`src/rtl/stack.sv`:
```
// Synchronous LIFO stack of DEPTH x WIDTH words with registered pop data.
// Optional sticky overflow/underflow flag on port err when STACK_ERR_EN is defined.
module stack #(
    parameter int WIDTH = 8,
    parameter int DEPTH = 8
) (
    input  logic             clk,
    input  logic             reset,
    input  logic             push,
    input  logic             pop,
    input  logic [WIDTH-1:0] data_in,
    output logic [WIDTH-1:0] data_out,
    output logic             full,
`ifdef STACK_ERR_EN
    output logic             empty,
    output logic             err
`else
    output logic             empty
`endif
);

    localparam int AW = $clog2(DEPTH);
    localparam int CW = AW + 1;

    logic [WIDTH-1:0] r_mem [DEPTH];
    logic [CW-1:0]    r_count;
    logic [WIDTH-1:0] r_data_out;
    logic [CW-1:0]    w_count_nxt;
    logic [AW-1:0]    w_top_idx;
    logic [AW-1:0]    w_wr_idx;
    logic             w_full;
    logic             w_empty;
    logic             w_push_only;
    logic             w_pop_only;
    logic             w_replace;
    logic             w_wr_en;
    logic             w_rd_en;

    assign w_full    = (r_count == CW'(DEPTH));
    assign w_empty   = (r_count == {CW{1'b0}});
    // At count == DEPTH the low bits wrap to zero, so subtracting one still lands on DEPTH-1.
    assign w_top_idx = r_count[AW-1:0] - {{(AW-1){1'b0}}, 1'b1};

    // Push+pop on an empty stack degenerates to a plain push.
    assign w_replace   = push & pop & ~w_empty;
    assign w_push_only = push & (~pop | w_empty) & ~w_full;
    assign w_pop_only  = pop & ~push & ~w_empty;
    assign w_wr_en     = w_push_only | w_replace;
    assign w_rd_en     = w_pop_only | w_replace;

    // Write address: top slot for a replace, next free slot for a push.
    always_comb begin
        w_wr_idx = r_count[AW-1:0];
        if (w_replace) begin
            w_wr_idx = w_top_idx;
        end else begin
            w_wr_idx = r_count[AW-1:0];
        end
    end

    // Occupancy update.
    always_comb begin
        w_count_nxt = r_count;
        case ({w_push_only, w_pop_only})
            2'b10:   w_count_nxt = r_count + {{(CW-1){1'b0}}, 1'b1};
            2'b01:   w_count_nxt = r_count - {{(CW-1){1'b0}}, 1'b1};
            default: w_count_nxt = r_count;
        endcase
    end

    // Storage array; contents are don't-care after reset.
    always_ff @(posedge clk) begin
        if (w_wr_en) begin
            r_mem[w_wr_idx] <= data_in;
        end
    end

    // Count and registered pop data.
    always_ff @(posedge clk or negedge reset) begin
        if (!reset) begin
            r_count    <= {CW{1'b0}};
            r_data_out <= {WIDTH{1'b0}};
        end else begin
            r_count <= w_count_nxt;
            if (w_rd_en) begin
                r_data_out <= r_mem[w_top_idx];
            end
        end
    end

    assign data_out = r_data_out;
    assign full     = w_full;
    assign empty    = w_empty;

`ifdef STACK_ERR_EN
    logic r_err;
    logic w_overflow;
    logic w_underflow;

    assign w_overflow  = push & ~pop & w_full;
    assign w_underflow = pop & ~push & w_empty;

    // Sticky error flag, cleared only by reset.
    always_ff @(posedge clk or negedge reset) begin
        if (!reset) begin
            r_err <= 1'b0;
        end else if (w_overflow | w_underflow) begin
            r_err <= 1'b1;
        end else begin
            r_err <= r_err;
        end
    end

    assign err = r_err;
`endif

endmodule

```
`config.mk`:
```
export PLATFORM = sky130hd
export DESIGN_NAME = stack
export DESIGN_NICKNAME = d
export VERILOG_FILES = /design/src/rtl/stack.sv
export SDC_FILE = /design/constraint.sdc
export NUM_CORES = 1
export LEC_CHECK = 0
export ABC_AREA = 1
export BUFFER_PORTS_ARGS = -buffer_cell sky130_fd_sc_hd__clkbuf_2
export CORE_ASPECT_RATIO = 0.5
export CORE_UTILIZATION = 45
export DETAILED_ROUTE_END_ITERATION = 10
export GPL_ROUTABILITY_DRIVEN = 0
export PLACE_DENSITY = 0.66
export SLEW_MARGIN = 20
export SYNTH_ARGS = -nofsm -noshare
export SYNTH_HDL_FRONTEND = slang
export SYNTH_SLANG_ARGS = --single-unit
```
`constraint.sdc`:
```
create_clock -name clk -period 2.5 [get_ports clk]
set_input_delay 0.25 -clock clk [delete_from_list [all_inputs] [get_ports clk]]
set_output_delay 0.25 -clock clk [all_outputs]
set_load 0.1 [all_outputs]
```
# Word level (Yosys, flattened, before mapping)
# Memory sizes are Yosys's and may differ from the RTL's. A register that Yosys moved wholly into a read port is not among the register bits.
# Index checks and enable logic that the tools add are counted.
dict set report totals {
  n_memories 1
  register_bits 4
  out_inout_bits 10
  mem_bits_rw 64
  input_bits 12
}
dict set report classes {
  n_reduce_logical 3
  bitwise 13
  eq_ne 3
  add_sub_neg 3
  n_mux 4
}
# memory depth width read_ports rd_clocked_by_memory_dff wr line_no
set mem_list {}
lappend mem_list {r_mem 8 8 1 1 1 25} ;# logic [WIDTH-1:0] r_mem [DEPTH];
# op n
set ops {}
lappend ops {{case mux 4 bit (2 select lines)} 1}
lappend ops {{bitwise AND 1 bit} 6}
lappend ops {{adder 4 x 1 -> 4 bit, second input constant} 1}
lappend ops {{== test 4 bit, second input constant} 1}
lappend ops {{logical NOT 4 bit} 1}
lappend ops {{inverter 1 bit} 4}
lappend ops {{subtractor 4 x 1 -> 4 bit, second input constant} 1}
lappend ops {{2-to-1 mux 3 bit} 1}
lappend ops {{OR 1 bit} 3}
lappend ops {{subtractor 3 x 1 -> 3 bit, second input constant} 1}
lappend ops {{== test 2 x 1 -> 1 bit, second input constant} 1}
lappend ops {{== test 2 bit, second input constant} 1}
lappend ops {{2-to-1 mux 1 bit} 2}
lappend ops {{nonzero test 2 bit} 1}
lappend ops {{logical NOT 1 bit} 1}

# Logic depth before layout (Yosys ltp)
dict set report depth {
  ltp_word 7
  depth_mapped 17
}

# Worst setup path after synthesis
# OpenSTA, ideal clock, no wires.
dict set report synth_path {
  kind {register to register}
  startpoint {register r_count[0]}
  endpoint {register r_count[3]}
  arrival_time_ns 2.520
  required_ns 2.384
  setup_time_ns 0.116
  slack_ns -0.137
  path_stages_with_launch 16
  period_less_slack_ns 2.637
  n_path_buf 3
  cell_sequence {dfrtp_1 > buf_6 > inv_4 > buf_2 > ha_1 > nand3_4 > nand2_1 > buf_2 > nand3_1 > ha_1 > ha_1 > or2_2 > nand3_1 > nand2_1 > nand2_1 > nand2_1}
}
dict set report synth_between {
  elab_chain_cells 6
  word_cells_on_any_way 14
}
# element line_no
set synth_rtl {}
lappend synth_rtl {{from (decl)} 26} ;# logic [CW-1:0] r_count;
lappend synth_rtl {{from (signal assigned)} 81} ;# r_count <= {CW{1'b0}};
lappend synth_rtl {{from (signal assigned)} 84} ;# r_count <= w_count_nxt;
lappend synth_rtl {{logical NOT 4 bit} 40} ;# assign w_empty = (r_count == {CW{1'b0}});
lappend synth_rtl {{OR 1 bit} 46} ;# assign w_push_only = push & (~pop | w_empty) & ~w_full;
lappend synth_rtl {{bitwise AND 1 bit (2 in a row)} 46}
lappend synth_rtl {{== test 2 x 1 -> 1 bit or == test 2 bit (tied branches)} 64} ;# case ({w_push_only, w_pop_only})
lappend synth_rtl {{case mux 4 bit (2 select lines) or nonzero test 2 bit (tied branches)} --}
# Parallel ways exist; a longest one is shown, timed or not.
# A chain may end at the register's enable or synchronous reset.

# Worst setup path after layout
dict set report layout_path {
  startpoint {register r_count[1]}
  endpoint {register r_count[3]}
}
# The elaborated chain is that of the path after synthesis.

==> metrics.md <==
| Metric | Value |
|---|---|
| Die area | 8160 um^2 |
| Worst Hold Depth | 1 |
| Final TNS setup | 0 ns |
| Hold Vio Cnt, Final | 0 |
| Simple-gate share of the synthesized area | 0.251 |
| DR iter-0 viols | 309 |
| Clk sinks | 76 |
| CP delay by family, top | simple AND/OR/NAND/NOR gates |
| Worst Hold Class | in -> reg |
| Worst path max stage delay | 0.42 ns |
| P per Cell Area | 1430 nW/um^2 |
| Vias in the first global route | 2357 |
| DR vias/cell | 4.98 |
| GRT overflow | 0 |
| Syn Nets | 375 |
| RSZ-0062 raised after global routing | false |
| Initial DRT Pass Iterations | 4 |
| Global route hottest layer | met2 |
| Most frequent CP cell | nand2_1 |
| Number of setup buffers added after CTS | 0 |
| Post-DP HPWL | 4910 um |
| Pin slew with the least headroom to its limit | 0.543 ns |
| Die Span X | 127 um |
| WHS | 0.195 ns |
| Worst Hold Path EP | r_mem[2][1]$_DFFE_PP_ |
| Gr usage total | 0.212 |
| Row count | 22 |
| Max-cap violations | 0 |
| Syn avg cell area | 9.79 um^2 |
| Leak | 1.92 nW |
| WL/cell | 15.4 um |
| Post-synthesis mux area share | 0 |
| Worst r2r dst | r_count[3]$_DFFE_PN0P_ |
| Final setup fails | 0 |
| Post-DRT Antenna Nets | 0 |
| Worst-Skew Late Latency | 0.34 ns |
| Met2 usage | 0.327 |
| Core Region | 7430 um^2 |
| Max-slew violation count | 0 |
| CP Capture Type | flip-flop |
| Final worst clock skew | 0.00546 ns |
| Status | finished clean |
| Crit Reg-Reg Startpoint | r_count[1]$_DFFE_PN0P_ |
| Clk pin slew, worst setup/hold paths | 0.06 ns |
| Fmax | 435 MHz |
| Synth Area in Compound Gates | 0.00286 |
| Initial Util | 0.471 |
| Worst endpoint required time | 2.73 ns |
| Met3 usage | 0.0544 |
| Final instance area | 4140 um^2 |
| Area Growth Syn to Fin | 18.1% |
| Final worst-path cycle share | 0.919 |
| Antenna Cells | 0 |
| CP Max Fanout | 8 |
| Root buffer cell | clkbuf_16 |
| Largest net degree at the start of global routing | 36 |
| Port Buffer Count | 21 |
| Vias | 2458 |
| Antenna violations before repair | 0 |
| CTS max path bufs | 2 |
| CP Cell Sequence | inv_2 > ha_4 > nand3_4 > nand2_1 > nand3_1 > ha_1 > ha_1 > or2_2 > nand3_1 > nand2_1 > nand2_1 > nand2_1 |
| Nature of the critical path startpoint | flip-flop |
| Worst EP arrival | 2.53 ns |
| Die height | 64.4 um |
| Post-Synth Adder-Cell Area | 0.0200 |
| Combinational family with the most area after synthesis | simple AND/OR/NAND/NOR gates |
| Post-synthesis register bit count | 76 |
| WL final | 7630 um |
| Most frequent cells in the layout | nand2_1, edfxtp_1, nand3_1 |
| WP buf/inv | 1 |
| GR Layer Usage met1 | 0.291 |
| Fin crit period | 2.30 ns |
| Area after DPL | 3800 um^2 |
| Mapped Area | 3500 um^2 |
| Slowest cell on the critical path | dfrtp_1 |
| Num ports | 22 |
| CTS buffer count | 9 |
| Post-synth cell types | 22 |
| First-pass GRT wire length | 12500 um |
| Share of cells above drive strength 1 | 0.171 |
| Worst vdd ir | 0.000613 V |
| CTS H-tree depth | 3 |
| Critical path class | reg -> reg |
| Max_slew headroom | 0.640 |
| Post-Synth XOR/XNOR Area | 0.00500 |
| CTS tree | built |
| Drt drc | 0 |
| Gate Count Post-Synth | 358 |
| Post-synthesis sequential area ratio | 0.634 |
| NumNets Final | 410 |
| Ys Warns | 0 |
| Hold_sp | data_in[1] |
| Commonest non-fill, non-tap cell in the layout | nand2_1 |
| Reg2reg setup slack | 0.20 ns |
| Worst Reg2Reg Path Length in Cells | 12 |
sequential cells by signal, summed over array words and instances (netlist names):
register,count
data_out,8
r_mem,64
r_count,4
cells in the mapped netlist:
master    number  area share
nand2_1      124        0.13
edfxtp_1      64        0.55
nand3_1       56       0.080
inv_1         55       0.059
dfrtp_1       12       0.086
nor2_1        10       0.011
buf_2          8       0.011
nand2_2        5      0.0089
ha_1           4       0.014
inv_2          4      0.0043
buf_4          2      0.0043
nand2_4        2      0.0064
nand3_2        2      0.0057
o21ai_0        2      0.0029
buf_6          1      0.0032
clkinv_4       1      0.0025
fa_1           1      0.0057
inv_4          1      0.0018
nand3_4        1      0.0050
or2_2          1      0.0018
xnor2_1        1      0.0025
xor2_1         1      0.0025
per-layer routing:
metal	wire, um	up-vias
li1	-	1213
met3	728	13
met4	144	0
met1	3390	1129
met5	0	-
met2	3360	103
metrics by stage:
| step | setup WS, ns | utilization | total power, mW | std cells |
|---|---|---|---|---|
| 2_1_floorplan | 0.0282 | - | 3.83 | 358 |
| 3_3_place_gp | 0.302 | 0.512 | 4.48 | 477 |
| 3_5_place_dp | 0.157 | 0.512 | 4.52 | 477 |
| 4_1_cts | 0.155 | 0.557 | 5.92 | 494 |
| 5_1_grt | 0.0428 | 0.557 | 6.24 | 494 |
| 6_report | 0.203 | 0.557 | 5.90 | 494 |
cells by family (layout without fill, tap and decap cells):
family / Yosys count / after routing
simple gates: 201 / 201
fa+ha+maj: 5 / 5
flops: 76 / 76
buf+inv: 72 / 112
xor+xnor: 2 / 2
compound gates: 2 / 2
where the power goes:
group | switching [mW] | internal (mW) | total [mW]
combinational | 1.98 | 0.746 | 2.73
sequential | 0.108 | 1.67 | 1.78
clock | 0.509 | 0.878 | 1.39
total | 2.60 | 3.29 | 5.90
repair_timing:
action | 4_1_cts | 5_1_grt
gates resized for setup | 0 | 1
endpoints found under the setup margin | 0 | 1
endpoints found under the hold margin | 12 | 0
hold buffers | 1 | 0
layout make-up:
cell class	instances	area, um^2
Inverter	61	236
Fill cell	626	3300
Multi-Input combinational cell	210	991
Sequential cell	76	2220
Clock buffer	9	225
Tap cell	96	120
Timing Repair Buffer	35	243
Clock inverter	7	98.8
worst reg2reg max path, stage by stage (launching register included):
cell     delay (ns)
dfrtp_1        0.42
inv_2          0.12
ha_4           0.18
nand3_4        0.14
nand2_1        0.13
nand3_1        0.09
ha_1           0.25
ha_1           0.32
or2_2          0.30
nand3_1        0.09
nand2_1        0.05
nand2_1        0.05
nand2_1        0.04
worst max-delay path by stage:
stage | startpoint | end | slack (ns) | cells after the start
floorplan | r_count[0]$_DFFE_PN0P_ | r_count[3]$_DFFE_PN0P_ | 0.03 | 15
global placement | r_count[1]$_DFFE_PN0P_ | r_count[3]$_DFFE_PN0P_ | 0.30 | 12
detailed placement | r_count[1]$_DFFE_PN0P_ | r_count[3]$_DFFE_PN0P_ | 0.16 | 12
CTS | r_count[1]$_DFFE_PN0P_ | r_count[3]$_DFFE_PN0P_ | 0.15 | 12
global route | r_count[1]$_DFFE_PN0P_ | r_count[3]$_DFFE_PN0P_ | 0.04 | 13
finish | r_count[1]$_DFFE_PN0P_ | r_count[3]$_DFFE_PN0P_ | 0.20 | 12
(Power assumes the default switching activity.)
